===== src/rtl/mult_share_arbiter_if.sv =====
// Bundles the requester, multiplier and response channels of mult_share_arbiter.
// The arbiter uses the slave modport; the requester/multiplier/consumer side uses master.
interface mult_share_arbiter_if #(
  parameter int NUM_REQ = 4,
  parameter int ID_W    = 2
);
  logic [NUM_REQ-1:0]    req_valid;
  logic [NUM_REQ-1:0]    req_ready;
  logic [NUM_REQ*32-1:0] req_a;
  logic [NUM_REQ*32-1:0] req_b;
  logic [31:0]           mult_a;
  logic [31:0]           mult_b;
  logic [63:0]           mult_result;
  logic                  rsp_valid;
  logic                  rsp_ready;
  logic [ID_W-1:0]       rsp_id;
  logic [63:0]           rsp_result;
  logic                  busy;

  modport master (
    output req_valid, req_a, req_b, mult_result, rsp_ready,
    input  req_ready, mult_a, mult_b, rsp_valid, rsp_id, rsp_result, busy
  );

  modport slave (
    input  req_valid, req_a, req_b, mult_result, rsp_ready,
    output req_ready, mult_a, mult_b, rsp_valid, rsp_id, rsp_result, busy
  );
endinterface


===== src/rtl/mult_share_arbiter.sv =====
// Round-robin sharing of one external combinational 32x32 multiplier among NUM_REQ
// requesters: grant, register operands, wait MULT_LATENCY cycles, return tagged product.
module mult_share_arbiter #(
  parameter int NUM_REQ      = 4,
  parameter int ID_W         = 2,
  parameter int MULT_LATENCY = 2
) (
  input  logic                 clk,
  input  logic                 rst_n,
  mult_share_arbiter_if.slave  bus
);

  typedef enum logic [1:0] {IDLE, WAIT, RESP} state_t;

  state_t          state_q, state_d;
  logic [ID_W-1:0] ptr_q, ptr_d;
  logic [ID_W-1:0] id_q, id_d;
  logic [ID_W-1:0] rsp_id_q, rsp_id_d;
  logic [3:0]      cnt_q, cnt_d;
  logic [31:0]     op_a_q, op_a_d;
  logic [31:0]     op_b_q, op_b_d;
  logic [63:0]     rsp_result_q, rsp_result_d;

  logic               grant_found;
  logic [ID_W-1:0]    grant_idx;
  logic [ID_W-1:0]    cand;
  logic [NUM_REQ-1:0] grant_oh;

  // Cyclic search starting just after the last served requester.
  always_comb begin
    grant_found = 1'b0;
    grant_idx   = '0;
    cand        = '0;
    for (int i = 1; i <= NUM_REQ; i++) begin
      cand = ID_W'((int'(ptr_q) + i) % NUM_REQ);
      if (!grant_found && bus.req_valid[cand]) begin
        grant_found = 1'b1;
        grant_idx   = cand;
      end
    end
  end

  always_ff @(posedge clk) begin
    if (!rst_n) begin
      state_q      <= IDLE;
      ptr_q        <= ID_W'(NUM_REQ - 1);
      id_q         <= '0;
      rsp_id_q     <= '0;
      cnt_q        <= '0;
      op_a_q       <= '0;
      op_b_q       <= '0;
      rsp_result_q <= '0;
    end else begin
      state_q      <= state_d;
      ptr_q        <= ptr_d;
      id_q         <= id_d;
      rsp_id_q     <= rsp_id_d;
      cnt_q        <= cnt_d;
      op_a_q       <= op_a_d;
      op_b_q       <= op_b_d;
      rsp_result_q <= rsp_result_d;
    end
  end

  always_comb begin
    state_d      = state_q;
    ptr_d        = ptr_q;
    id_d         = id_q;
    rsp_id_d     = rsp_id_q;
    cnt_d        = cnt_q;
    op_a_d       = op_a_q;
    op_b_d       = op_b_q;
    rsp_result_d = rsp_result_q;
    case (state_q)
      IDLE: begin
        if (grant_found) begin
          op_a_d  = bus.req_a[int'(grant_idx)*32 +: 32];
          op_b_d  = bus.req_b[int'(grant_idx)*32 +: 32];
          id_d    = grant_idx;
          ptr_d   = grant_idx;
          cnt_d   = 4'(MULT_LATENCY - 1);
          state_d = WAIT;
        end
      end
      WAIT: begin
        // The product is sampled once the settling window has fully elapsed.
        if (cnt_q == 4'd0) begin
          rsp_result_d = bus.mult_result;
          rsp_id_d     = id_q;
          state_d      = RESP;
        end else begin
          cnt_d = cnt_q - 4'd1;
        end
      end
      RESP: begin
        if (bus.rsp_ready) begin
          state_d = IDLE;
        end
      end
      default: state_d = IDLE;
    endcase
  end

  always_comb begin
    grant_oh = '0;
    if (grant_found) begin
      grant_oh[grant_idx] = 1'b1;
    end
    bus.req_ready  = (rst_n && state_q == IDLE) ? grant_oh : '0;
    bus.mult_a     = op_a_q;
    bus.mult_b     = op_b_q;
    bus.rsp_valid  = (state_q == RESP);
    bus.rsp_id     = rsp_id_q;
    bus.rsp_result = rsp_result_q;
    bus.busy       = (state_q != IDLE);
  end

endmodule


===== src/flat_wrapper.sv =====
// flat-port wrapper written by rule: the top's interface ports become plain ports
module mult_share_arbiter_flat 
#(
  parameter int NUM_REQ      = 4,
  parameter int ID_W         = 2,
  parameter int MULT_LATENCY = 2
)
  (clk, rst_n, bus_req_valid, bus_req_a, bus_req_b, bus_mult_result, bus_rsp_ready, bus_req_ready, bus_mult_a, bus_mult_b, bus_rsp_valid, bus_rsp_id, bus_rsp_result, bus_busy);
  mult_share_arbiter_if #(.NUM_REQ(NUM_REQ), .ID_W(ID_W)) bus_i ();
  input  logic clk;
  input  logic rst_n;
  input wire logic [$bits(bus_i.req_valid)-1:0] bus_req_valid;
  input wire logic [$bits(bus_i.req_a)-1:0] bus_req_a;
  input wire logic [$bits(bus_i.req_b)-1:0] bus_req_b;
  input wire logic [$bits(bus_i.mult_result)-1:0] bus_mult_result;
  input wire logic [$bits(bus_i.rsp_ready)-1:0] bus_rsp_ready;
  output wire logic [$bits(bus_i.req_ready)-1:0] bus_req_ready;
  output wire logic [$bits(bus_i.mult_a)-1:0] bus_mult_a;
  output wire logic [$bits(bus_i.mult_b)-1:0] bus_mult_b;
  output wire logic [$bits(bus_i.rsp_valid)-1:0] bus_rsp_valid;
  output wire logic [$bits(bus_i.rsp_id)-1:0] bus_rsp_id;
  output wire logic [$bits(bus_i.rsp_result)-1:0] bus_rsp_result;
  output wire logic [$bits(bus_i.busy)-1:0] bus_busy;
  assign bus_i.req_valid = bus_req_valid;
  assign bus_i.req_a = bus_req_a;
  assign bus_i.req_b = bus_req_b;
  assign bus_i.mult_result = bus_mult_result;
  assign bus_i.rsp_ready = bus_rsp_ready;
  assign bus_req_ready = bus_i.req_ready;
  assign bus_mult_a = bus_i.mult_a;
  assign bus_mult_b = bus_i.mult_b;
  assign bus_rsp_valid = bus_i.rsp_valid;
  assign bus_rsp_id = bus_i.rsp_id;
  assign bus_rsp_result = bus_i.rsp_result;
  assign bus_busy = bus_i.busy;
  mult_share_arbiter #(.NUM_REQ(NUM_REQ), .ID_W(ID_W), .MULT_LATENCY(MULT_LATENCY)) u_core (.clk(clk), .rst_n(rst_n), .bus(bus_i));
endmodule

===== config.mk =====
export PLATFORM = sky130hd
export DESIGN_NAME = mult_share_arbiter_flat
export DESIGN_NICKNAME = d
export VERILOG_FILES = /design/src/rtl/mult_share_arbiter_if.sv /design/src/rtl/mult_share_arbiter.sv /design/src/flat_wrapper.sv
export SDC_FILE = /design/constraint.sdc
export NUM_CORES = 1
export LEC_CHECK = 0
export ABC_AREA = 1
export BUFFER_PORTS_ARGS = -buffer_cell sky130_fd_sc_hd__buf_2
export CAP_MARGIN = 20
export CELL_PAD_IN_SITES_DETAIL_PLACEMENT = 1
export CELL_PAD_IN_SITES_GLOBAL_PLACEMENT = 1
export CORE_AREA = 8 8 175 177
export CTS_BUF_LIST = sky130_fd_sc_hd__clkbuf_8
export DETAILED_ROUTE_END_ITERATION = 8
export DIE_AREA = 0 0 183 185
export PLACE_DENSITY = 0.84
export RECOVER_POWER = 25
export REMOVE_ABC_BUFFERS = 1
export SYNTH_ARGS = -nofsm -noshare
export SYNTH_HDL_FRONTEND = slang
export SYNTH_SLANG_ARGS = --single-unit
export TNS_END_PERCENT = 20

===== constraint.sdc =====
create_clock -name clk -period 1.9 [get_ports clk]
set_input_delay 0.19 -clock clk [delete_from_list [all_inputs] [get_ports clk]]
set_output_delay 0.19 -clock clk [all_outputs]
set_load 0.03 [all_outputs]

==> results of run 1 <==
[final timing paths]
kind,endpoint,slack [ns],cells after the start
max,bus_req_ready[1],-0.35,11
min reg2reg,u_core.id_q[1],0.45,2
max reg2reg,u_core.bus.mult_b[30],-0.33,15
min,u_core.bus.mult_b[21],0.04,5
[placed cells by master (no fill, tap or decap), drive strengths merged]
| cell | count |
|---|---|
| and2 | 1 |
| bufbuf | 1 |
| ha | 2 |
| dfxtp | 140 |
| diode | 8 |
| nand3 | 286 |
| nor3 | 3 |
| a31oi | 1 |
| nand4 | 2 |
| a21o | 13 |
| inv | 36 |
| dlygate4sd3 | 66 |
| o21ai | 70 |
| buf | 505 |
| o21bai | 1 |
| a21boi | 1 |
| nand3b | 7 |
| a21oi | 6 |
| clkinvlp | 4 |
| clkbuf | 67 |
| a211oi | 1 |
| clkinv | 3 |
| nand2 | 320 |
| nor2 | 145 |
[flip-flops by register name (all words and copies together) (netlist names)]
name                   cells
u_core.bus.mult_a         32
u_core.bus.mult_b         32
u_core.bus.rsp_id          2
u_core.bus.rsp_result     64
u_core.cnt_q               4
u_core.id_q                2
u_core.ptr_q               2
u_core.state_q             2
[through the flow]
step	hold WS, ns	TNS [ns]	worst slack, ns	util	area (um2)
after detailed placement	0.420	-10.74	-0.216	0.368	10300
final	0.0401	-12.45	-0.346	0.423	11900
after CTS	0.000958	-9.87	-0.345	0.419	11800
after floorplan	0.325	-461.41	-3.72	-	6730
after global placement	0.412	-6.37	-0.194	0.368	10300
after global routing	0.0398	-19.84	-0.446	0.422	11900
[cell usage after synthesis, drive strengths merged (2+ instances only)]
library cell / number
clkbuf: 26
dfxtp: 140
nor3: 3
o21ai: 70
nand3: 286
ha: 2
nand4: 2
a21oi: 6
nand2: 320
buf: 61
nand3b: 7
a21o: 13
inv: 28
nor2: 145
[per-layer routing]
layer	part of all wire	global-route usage
met5	0	0
met1	0.38	0.248
met3	0.055	0.0475
met4	0.036	0.101
met2	0.53	0.434
[worst max-delay path, cell delays in order, from the launching register on]
cell and delay (ns):
dfxtp_4 0.43, inv_8 0.07, nand2_1 0.09, nand3_1 0.10, nand2_2 0.13, nand2_1 0.12
nor2_4 0.13, nand2_4 0.08, nand2_8 0.08, nand2_2 0.11, nor2_4 0.13, buf_6 0.14
[kinds of logic after synthesis]
group,synth area share
buf+inv,0.0808
fa+ha+maj,0.00348
flops,0.389
simple gates,0.456
compound gates,0.0704
[what timing repair did]
item | 4_1_cts | 5_1_grt
buffers inserted | 16 | 0
cloned | 1 | 1
gates resized for setup | 67 | 36
setup endpoints to repair | 75 | 118
pin swaps | 17 | 13
hold endpoints to repair | 66 | 0
hold buffers | 66 | 0
[final cells by class]
type	instances	area, um2
multi-input cells	859	4080
clock inverters	15	146
diodes	8	20.0
inverters	28	120
well taps	384	480
flip-flops and latches	140	2810
fillers	3748	16200
clock buffers	17	234
repair buffers	622	3980
[power breakdown]
part	total [mW]	switching (mW)	internal, mW
Combinational	14.8	9.55	5.24
Clock	2.44	1.47	0.969
Sequential	4.72	0.656	4.06
==> flow_summary.toml, run 1 <==
[layout]
nNetsFinal = 1997
fin_cells = 2073
drive_gt1_frac = 0.359
syn2layout_area_growth_pct = 64.9

[floorplan]
die_h_um = 185
coreArea_um2 = 28100
die_area_um2 = 33900
die_width_um = 183
start_util = 0.256
rows = 62
num_io_pins = 463

[placement]
routabilityCongestion = 0.954
portBuffers = 462
place_inst = 1949
dp_hpwl_um = 28700

[sta]
slew_headroom = 0.614
setup_viol = 72
max_freq_mhz = 445
rsz0062_at_grt = "true"
finClkSkew_ns = 0.0144
setup_ws_ns = -0.346
tightestPinTransition_ns = 0.578
period_share = 1.18
fin_crit_ns = 2.25
maxSlewViolCount = 0
finalHoldViolCount = 0

[worst_setup_path]
critPathArrivalTime_ns = 2.06
critPathLaunchType = "flop"
critPathCaptureType = "primary output"
r2r-start = "u_core.ptr_q[0]"
cp-startpoint = "u_core.ptr_q[0]"
crit_path_max_fanout = 7
cp.required_ns = 1.71
path_class = "flop to primary output"

[drt]
postRouteAntennaNets = 0
first_pass_iters = 6
num_vias = 10100
remaining_drc_errors = 0
drt-initial-drc-count = 592
wl_per_cell_um = 20.0
drt-vias-per-instance = 4.87
totalWireLength_um = 41400

[clock_network]
cts_root_buf = "clkbuf_8"
clk_latency_ns = 0.45
path_clk_slew_ns = 0.09
cts_tree = "yes"
clock_path_buffers = 2
cts_buffers = 17
cts.sinks = 140
cts.htree.levels = 4

[logic_synthesis]
yosysSeqAreaShare = 0.389
synthCells = 1114
ys_types = 27
yosys-top-cells-area = "dfxtp_1 (39%), nand3_1 (20%), nand2_1 (16%)"
synthFlopType = "dfxtp_1"
synth_edf_count = 0
yosysTopAreaCell = "dfxtp_1"
ys_ff_latch = 140
avgSynthCellArea_um2 = 6.46
yosys_warnings = 0
syn-cell-area_um2 = 7200
synthDominantCellAreaShare = 0.389
async_flop_share = 0

[grt]
track_usage = 0.232
antenna_found_initial = 5
grt-ovfl-total = 0
grt_pass1_wl_um = 62300
grt_pass1_vias = 11100
grt_max_degree = 66

[power_and_ir_drop]
power.density_nw_per_um2 = 1850
ir_drop_uv = 674
leakagePower_nw = 6.13
total_power_mw = 21.9

[status]
status = "finished, violations left"
failed_checks = "setup timing"

[run]
cap_violations = 0

[hold_path]
min_path_type = "primary input to flop"
hp-start = "bus_req_b[117]"
(Power assumes the default switching activity.)
==> run 2, diff against run 1 <==
--- a/config.mk
+++ b/config.mk
@@ -15,7 +15,6 @@
 export DETAILED_ROUTE_END_ITERATION = 8
 export DIE_AREA = 0 0 183 185
 export PLACE_DENSITY = 0.84
-export RECOVER_POWER = 25
 export REMOVE_ABC_BUFFERS = 1
 export SYNTH_ARGS = -nofsm -noshare
 export SYNTH_HDL_FRONTEND = slang
==> run 2 against run 1 <==
  * The flow still finishes with violations (setup timing)
  * Via count decreased by 0.23%
  * Core utilization up 0.22 points
  * Register-to-register slack about the same
  * Design area is 0.52% higher
  * Global-route usage unchanged
  * Sequential power hardly changed
  * Wire length hardly changed
  * Worst setup slack better by 0.0045 ns
  * Flip-flop and latch count is the same
  * Critical path type unchanged
  * Largest power group unchanged
==> flow_summary.toml, run 2 (synthesized netlist as in run 1, its figures left out) <==
[status]
status = "finished, violations left"
failed_checks = "setup timing"

[drt]
postRouteAntennaNets = 0
drt-initial-drc-count = 626
maxUsedRoutingLayer = "met4"
num_vias = 10100
routed-wl-met3_um = 2330
wl_met1_um = 15700
totalWireLength_um = 41400
drt-vias-per-instance = 4.85
wl_met2_um = 22000
wl_per_cell_um = 20.0
first_pass_iters = 5
remaining_drc_errors = 0

[sta]
finalHoldViolCount = 0
rsz0062_at_grt = "true"
fin_crit_ns = 2.24
hold_ws_ns = 0.0389
tightestPinTransition_ns = 0.591
maxSlewViolCount = 0
slew_headroom = 0.606
setup_ws_ns = -0.341
setup_viol = 72
finClkSkew_ns = 0.0142
max_freq_mhz = 446
period_share = 1.18

[worst_setup_path]
reg2regPathDepth = 15
r2r-start = "u_core.ptr_q[0]"
rrSetupSlack_ns = -0.33
critPathArrivalTime_ns = 2.05
critPathLaunchType = "flop"
critPathCaptureType = "primary output"
regToRegEndpoint = "u_core.bus.mult_b[30]"
cp.required_ns = 1.71
crit_path_max_fanout = 7
path_class = "flop to primary output"

[layout]
largest_reg_flops = 64
postLayoutCoreUtil = 0.425
n_fill_cell = 3717
postLayoutCellArea_um2 = 11900
nNetsFinal = 1997
layout_commonest_cell = "buf_2"
syn2layout_area_growth_pct = 65.7
drive_gt1_frac = 0.388
final_cell_mix = "buf_2 (458), nand2_1 (295), nand3_1 (277)"

[floorplan]
die_area_um2 = 33900
die_h_um = 185
start_util = 0.256
coreArea_um2 = 28100
die_width_um = 183
rows = 62
num_io_pins = 463

[clock_network]
clk_latency_ns = 0.45
clock_path_buffers = 2
cts_buffers = 17
cts.htree.levels = 4
path_clk_slew_ns = 0.09
cts.sinks = 140
cts_root_buf = "clkbuf_8"
cts_tree = "yes"

[hold_path]
hold_path_end = "u_core.bus.mult_b[21]"
min_path_cells = 5
hp-start = "bus_req_b[117]"
min_path_type = "primary input to flop"

[grt]
track_usage = 0.232
grt_pass1_vias = 11100
grt_pass1_wl_um = 62300
grt_max_degree = 66
antenna_found_initial = 5
grt-ovfl-total = 0

[placement]
portBuffers = 462
routabilityCongestion = 0.954
post_dp_cell_area_um2 = 10300
pre_cts_ws_ns = -0.216
dp_hpwl_um = 28700

[power_and_ir_drop]
power.density_nw_per_um2 = 1850
leakagePower_nw = 6.33
ir_drop_uv = 667

[run]
cap_violations = 0
==> run 2: changes by cell type in the layout (fill, tap and decap cells not counted) <==
cell | before | now
clkbuf_1 | 49 | 0
buf_2 | 409 | 458
==> run 2: per-layer routing <==
layer / GRT usage / up-vias
li1: - / 4767
met1: 0.248 / 4808
met2: 0.434 / 400
met3: 0.0475 / 89
met4: 0.101 / 0
met5: 0 / -
==> run 2: how the worst max path moves through the flow <==
stage / slack (ns) / to / startpoint / cells after the start
after detailed placement: -0.22 / u_core.bus.mult_b[3] / u_core.ptr_q[0] / 13
after CTS: -0.35 / bus_req_ready[0] / u_core.ptr_q[0] / 14
after global placement: -0.19 / u_core.bus.mult_b[3] / u_core.ptr_q[0] / 13
final: -0.34 / bus_req_ready[1] / u_core.ptr_q[0] / 11
after floorplan: -3.72 / bus_req_ready[0] / u_core.ptr_q[0] / 12
after global routing: -0.45 / bus_req_ready[0] / u_core.ptr_q[0] / 14
==> run 2: worst max-delay path: stages, from the launching register on <==
cell	delay, ns
dfxtp_4	0.43
inv_8	0.06
nand2_1	0.09
nand3_1	0.10
nand2_2	0.13
nand2_1	0.12
nor2_4	0.13
nand2_4	0.08
nand2_8	0.08
nand2_2	0.11
nor2_4	0.13
buf_6	0.14
==> run 2: through the flow <==
step / power, mW / instances / setup TNS [ns]
2_1_floorplan: 12.0 / 1027 / -461.41
3_3_place_gp: 17.5 / 1949 / -6.37
3_5_place_dp: 17.8 / 1949 / -10.74
4_1_cts: 21.4 / 2064 / -9.87
5_1_grt: 23.6 / 2070 / -19.84
6_report: 22.0 / 2073 / -12.22
==> run 2: what timing repair did <==
item,in CTS,in global routing
hold endpoints to repair,66,0
hold buffers,66,0
gates cloned,1,1
gates resized for setup,67,36
pin swaps,17,13
setup endpoints to repair,75,118
setup buffers,16,0
==> run 2: area by class of cell <==
class,count,area [um2],area share
well taps,384,480,0.0403
inverters,28,120,0.0101
multi-input cells,859,4080,0.342
clock buffers,17,234,0.0196
diodes,8,20.0,0.00168
flip-flops and latches,140,2810,0.236
clock inverters,15,146,0.0123
repair buffers,622,4040,0.339
==> run 2: where the power goes <==
group | internal [mW] | total, mW | switching [mW] | leakage, nW
Sequential | 4.06 | 4.71 | 0.645 | 1.15
Clock | 0.969 | 2.44 | 1.47 | 0.180
Combinational | 5.35 | 14.9 | 9.55 | 4.99
Total | 10.4 | 22.0 | 11.7 | 6.33
